`config.mk`:
```
export PLATFORM = sky130hd
export DESIGN_NAME = mod_updown_counter
export DESIGN_NICKNAME = d
export VERILOG_FILES = /design/src/rtl/mod_updown_counter.sv
export SDC_FILE = /design/constraint.sdc
export NUM_CORES = 1
export LEC_CHECK = 0
export BUFFER_PORTS_ARGS = -buffer_cell sky130_fd_sc_hd__buf_4
export CAP_MARGIN = 20
export CORE_AREA = 3 3 40 42
export DETAILED_ROUTE_END_ITERATION = 10
export DIE_AREA = 0 0 43 45
export PLACE_DENSITY = 0.73
export SLEW_MARGIN = 20
export SYNTH_ARGS = -nofsm -noshare
export SYNTH_HDL_FRONTEND = slang
export SYNTH_SLANG_ARGS = --single-unit
```
`constraint.sdc`:
```
create_clock -name clk -period 4.3 [get_ports clk]
set_input_delay 0.43 -clock clk [delete_from_list [all_inputs] [get_ports clk]]
set_output_delay 0.43 -clock clk [all_outputs]
set_load 0.01 [all_outputs]
```
`src/rtl/mod_updown_counter.sv`:
```
// Programmable-modulus up/down counter with wrap/saturate modes and event pulses.
// Optional enable prescaler is built when CNT_PRESCALE_EN is defined.
module mod_updown_counter #(
  parameter int WIDTH       = 4,
  parameter int RESET_VALUE = 0,
  parameter int PRESCALE    = 1
) (
  input  logic             clk,
  input  logic             reset,
  input  logic             en,
  input  logic             up,
  input  logic             sat_mode,
  input  logic             load,
  input  logic [WIDTH-1:0] load_val,
  input  logic [WIDTH-1:0] limit,
  output logic [WIDTH-1:0] count,
  output logic             at_limit,
  output logic             at_zero,
  output logic             wrap_pulse,
  output logic             sat_hit
);

  localparam logic [WIDTH-1:0] RST = WIDTH'(RESET_VALUE);

  if (WIDTH < 1) begin : g_bad_width
    $error("WIDTH must be >= 1");
  end
  if (PRESCALE < 1) begin : g_bad_pre
    $error("PRESCALE must be >= 1");
  end

  logic step;

`ifdef CNT_PRESCALE_EN
  localparam int PW = (PRESCALE > 1) ? $clog2(PRESCALE) : 1;
  localparam logic [PW-1:0] PTOP = PW'(PRESCALE - 1);

  logic [PW-1:0] pcnt;
  logic          ptick;

  assign ptick = (pcnt == PTOP);

  // en=0 freezes the prescaler phase; load restarts it
  always_ff @(posedge clk) begin
    if (reset) begin
      pcnt <= '0;
    end else if (load) begin
      pcnt <= '0;
    end else if (en) begin
      pcnt <= ptick ? '0 : pcnt + PW'(1);
    end
  end

  assign step = en & ~load & ptick;
`else
  assign step = en & ~load;
`endif

  logic below;
  logic is_zero;
  logic inc;
  logic ovf;
  logic dec;
  logic unf;

  assign below   = (count < limit);
  assign is_zero = (count == '0);

  assign inc = step &  up &  below;
  assign ovf = step &  up & ~below;
  assign dec = step & ~up & ~is_zero;
  assign unf = step & ~up &  is_zero;

  logic [WIDTH-1:0] count_d;
  logic             wrap_d;
  logic             sat_d;

  always_comb begin
    count_d = count;
    wrap_d  = 1'b0;
    sat_d   = 1'b0;
    unique case (1'b1)
      load: begin
        count_d = load_val;
      end
      inc: begin
        count_d = count + WIDTH'(1);
      end
      ovf: begin
        // clamp also pulls an out-of-range count back to limit
        if (sat_mode) begin
          count_d = limit;
          sat_d   = 1'b1;
        end else begin
          count_d = '0;
          wrap_d  = 1'b1;
        end
      end
      dec: begin
        count_d = count - WIDTH'(1);
      end
      unf: begin
        if (sat_mode) begin
          sat_d   = 1'b1;
        end else begin
          count_d = limit;
          wrap_d  = 1'b1;
        end
      end
      default: begin
        count_d = count;
      end
    endcase
  end

  always_ff @(posedge clk) begin
    if (reset) begin
      count      <= RST;
      wrap_pulse <= 1'b0;
      sat_hit    <= 1'b0;
    end else begin
      count      <= count_d;
      wrap_pulse <= wrap_d;
      sat_hit    <= sat_d;
    end
  end

  assign at_limit = (count == limit);
  assign at_zero  = is_zero;

endmodule
```
==> results of run 1 <==
[cell type report]
| cell class | instances | share of cell area |
|---|---|---|
| Multi-Input combinational cell | 54 | 0.5539 |
| Timing Repair Buffer | 21 | 0.2059 |
| Sequential cell | 6 | 0.1569 |
| Clock buffer | 3 | 0.02941 |
| Inverter | 6 | 0.02941 |
| Tap cell | 15 | 0.02451 |
[state kept, by name, summed over array words and instances, names as in the netlist]
| register | cells |
|---|---|
| sat_hit | 1 |
| count | 4 |
| wrap_pulse | 1 |
[routing by layer]
layer  track usage  share of wire  vias to the layer above
li1              -              -                      306
met1        0.1923           0.46                      278
met2        0.2455           0.44                       21
met3       0.01992          0.073                        5
met4        0.1084          0.026                        0
met5             0              0                        -
[metrics by stage]
step                      hold slack (ns)  cells  utilization  setup slack, ns
after global routing               0.4184    105       0.5959            1.948
final                              0.4029    105       0.5959            2.066
after detailed placement           0.6023    102       0.5784            2.004
after global placement             0.5927    102       0.5784            2.014
after CTS                          0.3991    105       0.5959            2.081
after floorplan                    0.5072     70            -            2.121
[how the worst max path moves through the flow]
stage / start / endpoint / cells past startpoint
global placement: load / count[2] / 9
floorplan: load / count[2] / 10
global route: count[3] / count[2] / 8
CTS: count[3] / count[2] / 8
detailed placement: load / count[2] / 9
finish: count[3] / count[2] / 8
[power breakdown]
part	switching [mW]	internal, mW
clock network	0.0207	0.0316
logic	0.0376	0.0411
registers	0.00875	0.0600
total	0.0670	0.133
[placed cells by master, fill, tap and decap left out, types with 2 or more instances in the layout]
cell type / count
buf_4: 21
nand2_1: 7
a21oi_1: 7
inv_1: 6
ha_1: 6
dfxtp_1: 6
nor3_1: 3
a221o_1: 3
a22o_1: 3
clkbuf_4: 3
o31ai_1: 2
a31o_2: 2
a211oi_1: 2
xnor2_1: 2
[cells in the mapped netlist (2+ instances only)]
cell type and count:
a211oi_1 2, a21oi_1 7, a221o_1 3, a22o_1 3, a31o_2 2, buf_2 2, clkbuf_1 2, dfxtp_1 6
ha_1 6, inv_1 6, nand2_1 7, nor3_1 3, o31ai_1 2, xnor2_1 2
[worst max-delay path: cells and delay by family (launching register included)]
kind | cells | cell delay, ns
flops | 1 | 0.39
fa+ha+maj | 1 | 0.19
compound gates | 3 | 0.62
simple gates | 2 | 0.67
xor+xnor | 2 | 0.26
[cell families (layout without fill, tap and decap cells)]
| kind of cell | Yosys count | count (layout) |
|---|---|---|
| xor+xnor | 3 | 3 |
| buf+inv | 10 | 30 |
| compound gates | 24 | 24 |
| simple gates | 20 | 20 |
| fa+ha+maj | 7 | 7 |
| flops | 6 | 6 |
==> impl_metrics.tcl, run 1 <==
set metrics [dict create \
    status "finished, final reports clean" \
    cap_violations 0 \
    power.leakage_nw 0.3465 \
    critPathArrivalTime_ns 2.37 \
    grt_pass1_vias 514 \
    whs_endpoint "wrap_pulse" \
    finalPower_mw 0.1997 \
    cts_buffers 3 \
    post_cts_resized 0 \
    regArea_um2 120.1 \
    antenna_found_initial 0 \
    area.growth.synth_to_final_pct 31.05 \
    crit_required_ns 4.44 \
    dieWidth_um 43 \
    setup_violations 0 \
    core-area_um2 1285 \
    final_hold_viol_count 0 \
    dpl.hpwl_mm 1.141 \
    max_stage_delay_ns 0.52 \
    drive_above_1_share 0.3222 \
    ys_types 31 \
    finalClockSkew_ns 0.003401 \
    ant_nets 0 \
    gr-total-overflow 0 \
    report.final.slew_viol_count 0 \
    via_per_inst 5.810 \
    initial_utilization 0.4547 \
    synth_top_area_frac 0.2056 \
    slew_headroom 0.6836 \
    crit_slowest_cell "nor4_4" \
    r2r_setup_slack_ns 2.07 \
    cts-root-buf "clkbuf_4" \
    ys_seq_area_frac 0.2056 \
    fin_area_um2 765.7 \
    period_share 0.5196 \
    powerDensity_nw_per_um2 260.8 \
    reg2reg_from "count[3]" \
    syn-num-nets 90 \
    grt_max_degree 10 \
    synth_compound_area_frac 0.3191 \
    min_from "sat_mode" \
    grt_pass1_wl_mm 2.277 \
    fin_crit_ns 2.234 \
    ys.flop_type "dfxtp_1" \
    fmax_mhz 447.6 \
    critPathLaunchType "register" \
    path_class "reg2reg" \
    dieArea_um2 1935 \
    grt_usage 0.1539 \
    multi_input_area_um2 424.2 \
    syn_inst 70 \
    worstHoldPathCells 2 \
    drt_iter0_drc 16 \
    yosys.area_share.adder 0.1456 \
    rsz0062_at_grt "no" \
    num_vias 610 \
    place_congestion 0.8054 \
    synth_top_family_by_area "compound AO/OA/AOI/OAI gates" \
    tritoncts "built" \
    first_pass_iters 4 \
    port_buffers 21 \
    die_h_um 45 \
    clkSlewWorstSetupHoldPaths_ns 0.04 \
    synth_xor_xnor_area_share 0.04497 \
    yosysWarningCount 0 \
    wl_per_cell_um 13.44 \
    ios 22 \
    fin_setup_tns_ns 0 \
    endpoint_kind "register" \
    r2r_end "count[2]" \
    rows 13 \
    post-cts-setup-buffers 0 \
    worst_pin_slew_ns 0.4711 \
    cts_buffer_depth 2 \
    dpl_cell_area_um2 743.2 \
    postSynth.asyncResetShare 0 \
    insertedDiodeCount 0 \
    cts_max_level 1 \
    yosys.area.top_type "dfxtp_1" \
    syn-cell-area_um2 584.3 \
    worstPathMaxFanout 8 \
    drc 0 \
    n_fill_cell 119 \
    hold_buffers 0 \
    peakVddDrop_mv 0.1158 \
    synthSimpleGateAreaFrac 0.2163 \
    drt_wl_total_mm 1.411 \
    synth-edff-count 0 \
    reg2regPathDepth 8 \
    syn-mean-instance-area_um2 8.347 \
    clk_latency_ns 0.25 \
    synthMuxAreaShare 0 \
    hold_class "in2reg" \
    nNetsFinal 112 \
    synth_top_cells_by_area "dfxtp_1 21%, ha_1 13%, a21oi_1 6.0%, a221o_1 5.1%, nand2_1 4.5%" \
    cp_cell_sequence "nor4_4 > nor3_1 > xor2_1 > ha_1 > a21oi_1 > xnor2_1 > a221o_1 > a22o_1" \
    synth_seq_cells 6 \
    clock_sinks 6 \
]
Power figures use the tool's default switching activity.
==> run 2: changes to the inputs <==
Settings changed: ABC_AREA from default to 1, CORE_AREA 3 3 40 42 to default, CORE_MARGIN from default to 3, CORE_UTILIZATION from default to 43, DIE_AREA 0 0 43 45 to default.
Clock period 4.3 ns to 1.85 ns, I/O delays scaled along.
==> impl_metrics.tcl, run 2 <==
set metrics [dict create \
    cp_top_family "simple AND/OR/NAND/NOR gates" \
    grt_pass1_vias 681 \
    critPathBufInv 1 \
    num_vias 722 \
    die_h_um 44.30 \
    cp_cell_sequence "nor2_2 > nand2_2 > nand2_4 > inv_1 > ha_4 > nand2_1 > nand3b_1 > nand3_1 > nand3_1 > nand2_1 > nand2_1 > a21oi_2" \
    dpl.hpwl_mm 1.284 \
    syn-num-nets 123 \
    grt_usage 0.1761 \
    wl_per_cell_um 11.35 \
    core-area_um2 1334 \
    worst_hold_slack_ns 0.09716 \
    critPathArrivalTime_ns 1.89 \
    finalPower_mw 0.4789 \
    fmax_mhz 587.2 \
    slew_headroom 0.8259 \
    max_stage_delay_ns 0.34 \
    yosys.area.top_type "dfxtp_1" \
    top_layer "met4" \
    antenna_found_initial 0 \
    place_congestion 0.8872 \
    crit_required_ns 2.04 \
    critPathLaunchType "register" \
    drc 0 \
    r2r_setup_slack_ns 0.15 \
    regMostFlops "count" \
    r2r_end "count[3]" \
    setup_violations 0 \
    cts_max_level 1 \
    drive_above_1_share 0.3740 \
    endpoint_kind "register" \
    cts_buffer_depth 2 \
    largest_register_ffs 4 \
    clkSlewWorstSetupHoldPaths_ns 0.05 \
    synth_most_common_cell "nand2_1" \
    port_buffers 21 \
    syn-mean-instance-area_um2 6.122 \
    pwr-share-seq 0.315 \
    tritoncts "built" \
    yosysWarningCount 0 \
    ant_nets 0 \
    area.growth.synth_to_final_pct 44.05 \
    crit_slowest_cell "dfxtp_2" \
    worst_pin_slew_ns 0.2611 \
    rows 13 \
    fin_crit_ns 1.703 \
    path_class "reg2reg" \
    reg2reg_from "count[2]" \
    reg2regPathDepth 12 \
    top_regs "count (4), sat_hit (1), wrap_pulse (1)" \
    wirelength_met1_um 703 \
    cap_violations 0 \
    drt_iter0_drc 11 \
    grt_max_degree 8 \
    met2_length_um 851 \
    syn_inst 103 \
    postSynth.asyncResetShare 0 \
    ys.flop_type "dfxtp_1" \
    synth-edff-count 0 \
    n_fill_cell 129 \
    report.final.slew_viol_count 0 \
    clk_latency_ns 0.25 \
    peakVddDrop_mv 0.3804 \
    cts-root-buf "clkbuf_4" \
    cts_buffers 3 \
    layout_common_cells "28 x nand2_1, 25 x buf_4, 19 x inv_1" \
    final_hold_viol_count 0 \
    ios 22 \
    dieArea_um2 1962 \
    fin_setup_tns_ns 0 \
    grt_pass1_wl_mm 2.580 \
    gr-total-overflow 0 \
    dp_cells 142 \
    power.leakage_nw 0.5433 \
    worstHoldPathCells 2 \
    ys_types 19 \
    wl_met3_um 91 \
    via_per_inst 4.945 \
    p_comb_frac 0.418 \
    ys_top_cells_by_count "29 x nand2_1, 19 x inv_1, 12 x nor2_1" \
    first_pass_iters 4 \
    final_core_util 0.6811 \
    status "finished, final reports clean" \
    whs_endpoint "wrap_pulse" \
    finalNonFillerCells 146 \
    worstPathMaxFanout 4 \
    hold_class "in2reg" \
    switching_share 0.3603 \
    syn-cell-area_um2 630.6 \
    hold_buffers 0 \
    final_common_cell "nand2_1" \
    dieWidth_um 44.30 \
    path_depth 12 \
    p_switching_mw 0.1725 \
    nNetsFinal 153 \
    ys_seq_area_frac 0.1905 \
    min_from "sat_mode" \
    drt_wl_total_mm 1.657 \
    cpMostUsedCell "nand2_1" \
    insertedDiodeCount 0 \
    clock_sinks 6 \
    period_share 0.9205 \
    powerDensity_nw_per_um2 527.2 \
    internal_power_mw 0.3064 \
    synth_seq_cells 6 \
    initial_utilization 0.4728 \
    clockPowerShare 0.266 \
    finalClockSkew_ns 0.001926 \
    synth_top_area_frac 0.1905 \
    synth_top_cells_by_area "dfxtp_1 19%, nand2_1 17%, ha_1 12%, inv_1 11%, nor2_1 7.1%" \
]
## run 2: changes by cell type in the layout (fill, tap and decap cells not counted), sizes merged, moves of 3 or more
| cell | delta |
|---|---|
| buf | +4 |
| inv | +16 |
| nand3 | +5 |
| nor2 | +12 |
| o21ai | +4 |
| a221o | -3 |
| a22o | -3 |
| nor3 | -3 |
| a31o | -3 |
| nand2 | +27 |
## run 2: through the flow
step | worst slack [ns] | cell area, um^2
finish | 0.1471 | 908.4
floorplan | 0.1743 | 630.6
global placement | 0.07934 | 829.5
CTS | 0.03942 | 852.1
detailed placement | 0.05367 | 829.5
global route | -0.02830 | 908.4
## run 2: worst max-delay path by stage
stage | startpoint | to | slack (ns)
after floorplan | count[1] | count[3] | 0.17
after global placement | count[2] | count[3] | 0.08
after detailed placement | count[1] | count[3] | 0.05
after CTS | count[1] | count[3] | 0.04
after global routing | count[2] | count[3] | -0.03
final | count[2] | count[3] | 0.15
## run 2: area by class of cell
type | count | area, um^2 | share of cell area
multi-input combinational | 75 | 473.0 | 0.5207
timing repair buffer | 25 | 187.7 | 0.2066
sequential | 6 | 123.9 | 0.1364
inverter | 22 | 82.58 | 0.09091
clock buffer | 3 | 22.52 | 0.02479
tap | 15 | 18.77 | 0.02066
## run 2: metal layers
metal,up-vias,GRT usage
met1,319,0.1990
met5,-,0
met3,2,0.06098
li1,376,-
met4,0,0.09639
met2,25,0.2878
## run 2: power by group through the flow
stage	Clock (mW)	Combinational, mW	Sequential [mW]
after floorplan	0	0.102	0.154
after global placement	0	0.180	0.150
after detailed placement	0	0.182	0.150
after CTS	0.128	0.183	0.148
after global routing	0.133	0.226	0.152
final	0.127	0.200	0.151
## run 2: cell families (layout without fill, tap and decap cells)
kind of cell    after synthesis  count (layout)  synth area share
fa+ha+maj                     6               6            0.1190
flops                         6               6            0.1905
buf+inv                      22              50            0.1310
simple gates                 55              55            0.4186
compound gates               13              13            0.1270
xor+xnor                      1               1           0.01389
## run 2: repair_timing
| item | CTS | global route |
|---|---|---|
| gates resized for setup | 0 | 11 |
| setup endpoints to repair | 0 | 4 |
| setup buffers | 0 | 1 |
